### src/rtl/ip_pkg.sv
// Shared constants and encodings for the IP transmit path arbiter.
package ip_pkg;

  // IP protocol numbers placed in the header by ip_tx
  localparam logic [7:0] PROTO_UDP  = 8'h11;
  localparam logic [7:0] PROTO_ICMP = 8'h01;

  // Grant encoding: doubles as a one-hot winner vector {icmp, udp}
  typedef enum logic [1:0] {
    GNT_NONE = 2'b00,
    GNT_UDP  = 2'b01,
    GNT_ICMP = 2'b10
  } grant_t;

  // One-hot arbiter FSM state
  typedef enum logic [3:0] {
    ST_IDLE     = 4'b0001,
    ST_WAIT_ACK = 4'b0010,
    ST_XFER     = 4'b0100,
    ST_GAP      = 4'b1000
  } state_t;

  // Protocol number that belongs to a given winner
  function automatic logic [7:0] proto_of(grant_t g);
    return (g == GNT_ICMP) ? PROTO_ICMP : PROTO_UDP;
  endfunction

endpackage

### src/rtl/ip_tx_rr_arb.sv
// Two-input round-robin pick. On a tie the requester that did not win
// last time is chosen; the last-winner register lives in the parent.
module ip_tx_rr_arb
  import ip_pkg::*;
(
  input  logic [1:0] req_i,        // {icmp, udp}
  input  grant_t     last_grant_i,
  input  logic       enable_i,
  output grant_t     grant_o
);

  // Combinational winner selection
  always_comb begin
    grant_o = GNT_NONE;
    if (enable_i) begin
      unique case (req_i)
        2'b01:   grant_o = GNT_UDP;
        2'b10:   grant_o = GNT_ICMP;
        2'b11:   grant_o = (last_grant_i == GNT_UDP) ? GNT_ICMP : GNT_UDP;
        default: grant_o = GNT_NONE;
      endcase
    end
  end

endmodule

### src/rtl/ip_tx_arbiter.sv
// Shares the ip_tx framer between the UDP and ICMP transmit engines.
// Handshake: a requester holds <req>_tx_req high until it sees a one-cycle
// <req>_tx_ack; ip_tx_req is held high until the first cycle of ip_tx_ack,
// only its rising edge is forwarded, and ip_tx_end (one cycle) closes the
// frame and is returned to the owner one cycle later as <req>_tx_end.
module ip_tx_arbiter
  import ip_pkg::*;
#(
  parameter logic [19:0] TIMEOUT_CYCLES = 20'd200000,
  parameter logic [7:0]  GAP_CYCLES     = 8'd12
) (
  input  logic        clk,
  input  logic        rst_n,
  // UDP requester
  input  logic        udp_tx_req,
  input  logic        udp_tx_ready,
  input  logic [15:0] udp_send_length,
  input  logic [31:0] udp_dst_ip,
  input  logic [7:0]  udp_tx_data,
  output logic        udp_tx_ack,
  output logic        udp_data_req,
  output logic        udp_tx_end,
  // ICMP requester
  input  logic        icmp_tx_req,
  input  logic        icmp_tx_ready,
  input  logic [15:0] icmp_send_length,
  input  logic [31:0] icmp_dst_ip,
  input  logic [7:0]  icmp_tx_data,
  output logic        icmp_tx_ack,
  output logic        icmp_data_req,
  output logic        icmp_tx_end,
  // ip_tx side
  output logic        ip_tx_req,
  output logic [7:0]  ip_send_type,
  output logic [15:0] ip_send_data_length,
  output logic [31:0] destination_ip_addr,
  output logic [7:0]  upper_layer_data,
  output logic        upper_tx_ready,
  input  logic        ip_tx_ack,
  input  logic        upper_data_req,
  input  logic        ip_tx_end,
  output logic        tx_abort,
  // observation
  output state_t      dbg_state_o,
  output grant_t      dbg_grant_o
);

  localparam logic [19:0] TIMEOUT_LAST = TIMEOUT_CYCLES - 20'd1;

  state_t      state_q;
  grant_t      grant_q;
  grant_t      last_grant_q;
  logic        ack_prev_q;
  logic [19:0] timeout_q;
  logic [7:0]  gap_cnt_q;
  logic        ip_tx_req_q;
  logic [7:0]  ip_type_q;
  logic [15:0] ip_len_q;
  logic [31:0] ip_dst_q;
  logic        udp_ack_q;
  logic        icmp_ack_q;
  logic        udp_end_q;
  logic        icmp_end_q;
  logic        abort_q;

  grant_t      win_d;
  logic        ack_rise_d;
  logic        gap_done_d;
  logic        timeout_hit_d;

  assign ack_rise_d    = ip_tx_ack & ~ack_prev_q;
  assign gap_done_d    = (gap_cnt_q + 8'd1) >= GAP_CYCLES;
  assign timeout_hit_d = (timeout_q == TIMEOUT_LAST);

  ip_tx_rr_arb u_rr_arb (
    .req_i        ({icmp_tx_req, udp_tx_req}),
    .last_grant_i (last_grant_q),
    .enable_i     (state_q == ST_IDLE),
    .grant_o      (win_d)
  );

  // Frame FSM: grant, latching of header fields and all registered pulses
  always_ff @(posedge clk or negedge rst_n) begin
    if (!rst_n) begin
      state_q      <= ST_IDLE;
      grant_q      <= GNT_NONE;
      last_grant_q <= GNT_UDP;
      ack_prev_q   <= 1'b0;
      timeout_q    <= 20'd0;
      gap_cnt_q    <= 8'd0;
      ip_tx_req_q  <= 1'b0;
      ip_type_q    <= 8'd0;
      ip_len_q     <= 16'd0;
      ip_dst_q     <= 32'd0;
      udp_ack_q    <= 1'b0;
      icmp_ack_q   <= 1'b0;
      udp_end_q    <= 1'b0;
      icmp_end_q   <= 1'b0;
      abort_q      <= 1'b0;
    end else begin
      ack_prev_q <= ip_tx_ack;
      udp_ack_q  <= 1'b0;
      icmp_ack_q <= 1'b0;
      udp_end_q  <= 1'b0;
      icmp_end_q <= 1'b0;
      abort_q    <= 1'b0;
      case (state_q)
        ST_IDLE: begin
          timeout_q <= 20'd0;
          gap_cnt_q <= 8'd0;
          if (win_d != GNT_NONE) begin
            state_q      <= ST_WAIT_ACK;
            grant_q      <= win_d;
            last_grant_q <= win_d;
            ip_tx_req_q  <= 1'b1;
            ip_type_q    <= proto_of(win_d);
            ip_len_q     <= (win_d == GNT_ICMP) ? icmp_send_length : udp_send_length;
            ip_dst_q     <= (win_d == GNT_ICMP) ? icmp_dst_ip : udp_dst_ip;
          end
        end
        ST_WAIT_ACK: begin
          if (ack_rise_d) begin
            state_q     <= ST_XFER;
            timeout_q   <= 20'd0;
            ip_tx_req_q <= 1'b0;
            udp_ack_q   <= (grant_q == GNT_UDP);
            icmp_ack_q  <= (grant_q == GNT_ICMP);
          end else if (timeout_hit_d) begin
            state_q     <= ST_IDLE;
            timeout_q   <= 20'd0;
            ip_tx_req_q <= 1'b0;
            grant_q     <= GNT_NONE;
            abort_q     <= 1'b1;
          end else begin
            timeout_q <= timeout_q + 20'd1;
          end
        end
        ST_XFER: begin
          if (ip_tx_end) begin
            state_q    <= ST_GAP;
            timeout_q  <= 20'd0;
            gap_cnt_q  <= 8'd0;
            grant_q    <= GNT_NONE;
            udp_end_q  <= (grant_q == GNT_UDP);
            icmp_end_q <= (grant_q == GNT_ICMP);
          end else if (timeout_hit_d) begin
            state_q   <= ST_IDLE;
            timeout_q <= 20'd0;
            grant_q   <= GNT_NONE;
            abort_q   <= 1'b1;
          end else begin
            timeout_q <= timeout_q + 20'd1;
          end
        end
        ST_GAP: begin
          if (gap_done_d) begin
            state_q   <= ST_IDLE;
            gap_cnt_q <= 8'd0;
          end else begin
            gap_cnt_q <= gap_cnt_q + 8'd1;
          end
        end
        default: begin
          state_q     <= ST_IDLE;
          grant_q     <= GNT_NONE;
          ip_tx_req_q <= 1'b0;
          timeout_q   <= 20'd0;
          gap_cnt_q   <= 8'd0;
        end
      endcase
    end
  end

  // Payload path follows the current owner; nothing leaks when no owner
  always_comb begin
    upper_tx_ready   = 1'b0;
    upper_layer_data = 8'h00;
    udp_data_req     = 1'b0;
    icmp_data_req    = 1'b0;
    case (grant_q)
      GNT_UDP: begin
        upper_tx_ready   = udp_tx_ready;
        upper_layer_data = udp_tx_data;
        udp_data_req     = upper_data_req;
      end
      GNT_ICMP: begin
        upper_tx_ready   = icmp_tx_ready;
        upper_layer_data = icmp_tx_data;
        icmp_data_req    = upper_data_req;
      end
      default: begin
      end
    endcase
  end

  assign ip_tx_req           = ip_tx_req_q;
  assign ip_send_type        = ip_type_q;
  assign ip_send_data_length = ip_len_q;
  assign destination_ip_addr = ip_dst_q;
  assign udp_tx_ack          = udp_ack_q;
  assign icmp_tx_ack         = icmp_ack_q;
  assign udp_tx_end          = udp_end_q;
  assign icmp_tx_end         = icmp_end_q;
  assign tx_abort            = abort_q;
  assign dbg_state_o         = state_q;
  assign dbg_grant_o         = grant_q;

endmodule

### config.mk
export PLATFORM = sky130hd
export DESIGN_NAME = ip_tx_arbiter
export DESIGN_NICKNAME = d
export VERILOG_FILES = /design/src/rtl/ip_pkg.sv /design/src/rtl/ip_tx_rr_arb.sv /design/src/rtl/ip_tx_arbiter.sv
export SDC_FILE = /design/constraint.sdc
export NUM_CORES = 1
export LEC_CHECK = 0
export ABC_AREA = 1
export ABC_CLOCK_PERIOD_IN_PS = 4600
export CORE_AREA = 2 2 114 116
export CTS_CLUSTER_SIZE = 8
export DETAILED_ROUTE_END_ITERATION = 7
export DIE_AREA = 0 0 116 118
export GPL_TIMING_DRIVEN = 1
export PLACE_DENSITY = 0.74
export SLEW_MARGIN = 20
export SYNTH_ARGS = -nofsm -noshare
export SYNTH_HDL_FRONTEND = slang
export SYNTH_SLANG_ARGS = --single-unit
### constraint.sdc
create_clock -name clk -period 4.6 [get_ports clk]
set_input_delay 1.38 -clock clk [delete_from_list [all_inputs] [get_ports clk]]
set_output_delay 1.38 -clock clk [all_outputs]
set_load 0.01 [all_outputs]
; Word-level counts from Yosys, hierarchy flattened
; Cells that the tools add are included.
[classes]
bitwise_logic = 5
addsub = 2
reduce_logical = 7
n_mux = 44
n_lt_le_gt_ge = 1
n_eq_ne = 17
[op_table]
columns = operator, count
row1 = $mux W20, 3
row2 = $pmux W20 S3, 1
row3 = $mux W32, 1
row4 = $pmux W8 S3, 1
row5 = $add A20 B1 Y20 const B, 1
row6 = $eq A20 B18 Y1 const B, 1
row7 = $mux W4, 5
row8 = $mux W1, 16
row9 = $mux W16, 1
row10 = $mux W8, 2
row11 = $pmux W4 S4, 1
row12 = $pmux W8 S2, 1
row13 = $mux W2, 6
row14 = $add A8 B1 Y8 const B, 1
row15 = $eq A2 B2 Y1 const B, 4
row16 = $ge A8 B4 Y1 const B, 1
row17 = $ne A2 B2 Y1 const B, 4
row18 = $pmux W2 S4, 1
row19 = $eq A2 B1 Y1 const B, 3
row20 = $pmux W2 S3, 1
row21 = $reduce_and A2 Y1, 3
row22 = $reduce_and A3 Y1, 2
row23 = $mux W5, 1
row24 = $eq A4 B1 Y1 const B, 1
row25 = 10 further kinds, 14
[word_totals]
wordCells = 91
regBits = 99
output_inout_bits = 79

; Logic depth before layout (Yosys ltp)
[logic_depth]
depth_word = 7
mapped_depth = 10
depth_no_buf = 10

; Cells and area by module
; From an unflattened synthesis, not the netlist that was laid out.
[hier_totals]
cells_unflattened = 641
hier_area_um2 = 4942.2
[by_module_without_submodules]
columns = module, area_per_inst_um2, seq_area_each_um2, cells_per_inst, instances
row1 = ip_tx_arbiter, 4906.0, 2329.7, 632, 1
row2 = ip_tx_rr_arb, 36.3, 0.0, 9, 1

; Worst setup path after synthesis
; Ideal clock, no wire load.
[synth_timing]
path_type = in2out
from = in udp_tx_data[1]
to = out upper_layer_data[1]
setup_slack_ns = 1.562
required_time_ns = 3.220
arrival_time_ns = 1.658
stages = 2
cell_sequence = nand2_1 > a21oi_1
[synth_via]
elab_chain_cells = 1
[synth_lines]
columns = element, line_no
row1 = start: declaration, ip_tx_arbiter.sv:19  ; input logic [7:0] udp_tx_data,
row2 = $pmux W8 S2, ip_tx_arbiter.sv:180  ; case (grant_q)
row3 = end: declaration, ip_tx_arbiter.sv:37  ; output logic [7:0] upper_layer_data,
; No other way between the ends.

; Worst setup path in the final report
[layout_timing]
from = in udp_tx_data[2]
to = out upper_layer_data[2]
; Same word-level chain as after synthesis.

==> key figures <==
STA
  • Actual slew at the worst max-slew pin: 0.9001 ns
  • Hold slack: around 0.47 ns
  • Clock Skew: between 0.005 and 0.006 ns
  • Final hold vios: 0
  • Setup violators final: 0
  • Setup TNS Final: 0 ns
  • Normalized max-slew margin: between 30 and 40%
  • Final Cycle Share: 87.52%
  • Final max-slew violation count: 0
  • Min Tclk post-route: a little over 4 ns
  • RSZ-0062 raised after global routing: no
  • FMAX: 0.2484 GHz

Yosys
  • Sequential area share after synthesis: 47.60%
  • Post-synthesis cell count: 634
  • Main combinational cell family by area after synthesis: simple AND/OR/NAND/NOR gates
  • Number of synthesis warnings: 0
  • Yosys reg bits: 93
  • XOR/XNOR share of the synthesized area: 1.431%
  • Mux cell area share after synthesis: 0%
  • Simple-Gate Fraction of Synth Area: between 30% and 40%
  • Syn Area/Cell: 7.720 µm²
  • Synth Cell Area: approximately 4900 µm²
  • Adder-Cell Fraction of Synth Area: 1.022%
  • Synth Area in Compound Gates: 9.509%
  • Post-synthesis cell type count: 33

Job
  • Max-cap violation count: 0

Critical path
  • Critical path data arrival time: 2.65 ns
  • Critical Path Most Common Cell: clkdlybuf4s50_1
  • Family with the most delay on the worst path: buffers and inverters
  • CP Launch Type: input pin
  • R2r startpoint: dbg_state_o[2]
  • Worst Path Max Fanout: 1
  • Crit. End Element: primary output
  • Crit path largest cell delay: roughly 0.57 ns
  • Slowest stage cell, crit path: clkdlybuf4s50_1
  • Critical path class: in2out
  • CP cell instances: clkdlybuf4s50_1 > nand2_1 > a21oi_1 > clkdlybuf4s50_1
  • CP bufs+invs: 2
  • CP Data Required Time: 3.22 ns
  • Critical Path Start: udp_tx_data[2]

Die
  • Initial Utilization: 39.43%
  • DIE AREA: 13690 µm²
  • Core Rows: 41
  • Die width: 116 µm
  • Core Region: 12410 µm²
  • Number of I/O pins: 200
  • Die Height: 118 µm

Pwr
  • Pwr dens: 504.2 nW/µm²
  • Lkg Pwr: 0.003051 µW
  • Peak supply drop: 331.3 µV
  • Power, Total: 3625 µW

Final layout
  • Nets: 937
  • Final Util: 57.91%
  • Ant diodes: 0
  • Finished Cell Area: slightly above 7000 µm²
  • Synth-to-layout area growth: 46.88%
  • Share of cells above drive strength 1: under 10%

Clock tree
  • Reg clk slew, reported paths: 0.06 ns
  • Clock buffer count from CTS: 9
  • TritonCTS clock tree: done
  • H-Tree Level Count: 3
  • Post-CTS Setup Inserts: 0
  • Clock Tree Buf Depth: 2
  • Root Driver: clkbuf_16
  • Hold-fix buffers, CTS: 0
  • Resize count post-CTS: 0
  • Clk sink count: between 90 and 100
  • Worst-Skew Late Latency: 0.34 ns

GRT
  • Vias in the first global route: between 4000 and 5000
  • Largest net degree at the start of global routing: between 90 and 100
  • First-pass GRT wire length: about 23000 µm
  • Global route overflow: 0
  • Total global-route track usage: 20.86%
  • Initial antenna violation count: 0

Route
  • Drt pass-1 iters: 5
  • Total detailed-routing wirelength: around 14000 µm
  • Vias/cell: 5.019
  • Antenna violation net count after detailed routing: 0
  • Residual DRC count: 0
  • WL per Instance: 14.35 µm
  • First-iteration detailed-routing DRC count: 297
  • Total number of vias: 4964

Placed design
  • Hpwl dp: 10120 µm
  • Port buffer count: 193
  • GPL Wtd Cong: 0.8941
  • Area of placed instances: slightly below 7000 µm²

Worst hold path
  • Hold WC Path Type: reg2reg
  • Hold Startpoint: ip_send_type[0]

Status
  • Status: complete, no violations
stage by stage:
| step | worst slack [ns] | instances |
|---|---|---|
| 6_report | 0.5739 | 989 |
| 5_1_grt | 0.5062 | 989 |
| 4_1_cts | 0.5586 | 989 |
| 3_5_place_dp | 0.5705 | 973 |
| 3_3_place_gp | 0.5905 | 973 |
| 2_1_floorplan | 1.562 | 639 |
registers in the layout, summed over array words and instances, names as in the netlist:
| signal | count |
|---|---|
| last_grant_q | 2 |
| timeout_q | 20 |
| udp_tx_end | 1 |
| ack_prev_q | 1 |
| ip_tx_req | 1 |
| icmp_tx_ack | 1 |
| gap_cnt_q | 8 |
| icmp_tx_end | 1 |
| dbg_state_o | 4 |
| ip_send_type | 2 |
| tx_abort | 1 |
| dbg_grant_o | 2 |
| udp_tx_ack | 1 |
| destination_ip_addr | 32 |
| ip_send_data_length | 16 |
area by class of cell:
cell class	instances	area (µm²)
fill	1137	5225
sequential	93	2330
multi-input combinational	459	2178
timing repair buffer	199	1978
clock buffer	11	242.7
tap	172	215.2
inverter	50	187.7
clock inverter	5	57.56
cell usage in the layout (no fill, tap or decap), types with 4 or more instances in the layout:
master	instances
clkdlybuf4s50_1	192
nand2_1	154
nor2_1	99
dfrtp_1	91
nand3_1	74
inv_1	49
a31oi_1	48
nand4_1	15
a21oi_1	13
o21ai_0	10
nor2_2	9
clkbuf_16	9
xor2_1	7
nor3_1	6
conb_1	6
buf_4	6
ha_1	4
routing by layer:
metal / part of all wire [%] / vias to the layer above / routed length (µm) / global-route usage [%]
met5: 0 / - / 0 / 0
met4: 1.8 / 0 / 256 / 7.813
met3: 7.1 / 20 / 1007 / 4.377
met2: 50 / 197 / 7127 / 35.16
met1: 41 / 2320 / 5798 / 26.07
li1: - / 2427 / - / -
Yosys cell counts:
library cell / count / area share, %
nand3_1: 74 / 7.6
nor2_2: 9 / 1.2
nand3_2: 1 / 0.20
nand4_1: 15 / 1.9
nand3b_1: 1 / 0.15
ha_1: 4 / 1.0
nor2_4: 2 / 0.46
nand2_1: 154 / 12
dfrtp_1: 91 / 47
buf_6: 3 / 0.69
inv_1: 49 / 3.8
dfstp_2: 2 / 1.1
o21bai_1: 1 / 0.15
nor3_2: 1 / 0.20
or2_2: 1 / 0.13
xor2_1: 7 / 1.3
inv_2: 1 / 0.077
nor3_1: 6 / 0.61
a21oi_1: 13 / 1.3
nor2_1: 99 / 7.6
nand2_2: 1 / 0.13
clkbuf_1: 8 / 0.61
clkbuf_8: 1 / 0.28
conb_1: 1 / 0.077
buf_2: 7 / 0.72
a21oi_2: 2 / 0.36
buf_4: 12 / 1.8
o21ai_0: 10 / 1.0
buf_1: 6 / 0.46
o211ai_1: 1 / 0.15
o21ai_2: 2 / 0.36
xnor2_1: 1 / 0.18
a31oi_1: 48 / 6.1
where the power goes:
part	leakage (µW)	internal, µW	total (µW)	switching, µW
Combinational	0.00176	774	1650	875
Sequential	0.00114	1080	1230	146
Clock	0.000150	437	751	314
final timing paths:
| path | slack [ns] | endpoint | cells past startpoint |
|---|---|---|---|
| max | 0.57 | upper_layer_data[2] | 4 |
| min | 0.47 | ip_send_type[0] | 1 |
| max reg2reg | 1.90 | destination_ip_addr[20] | 9 |
| min reg2reg | 0.47 | ip_send_type[0] | 1 |
| max in group asynchronous | 2.85 | timeout_q[12] | 2 |
| min in group asynchronous | 1.09 | gap_cnt_q[4] | 1 |
cell families (layout without fill, tap and decap cells):
family | count (synthesis) | in the layout
and+or+nand+nor | 364 | 364
DFF | 93 | 93
buffers and inverters | 87 | 265
AOI/OAI and AO/OA | 77 | 77
xor gates and xnor gates | 8 | 8
adders and majority gates | 4 | 4
other | 1 | 6
Power figures use the tool's default switching activity.
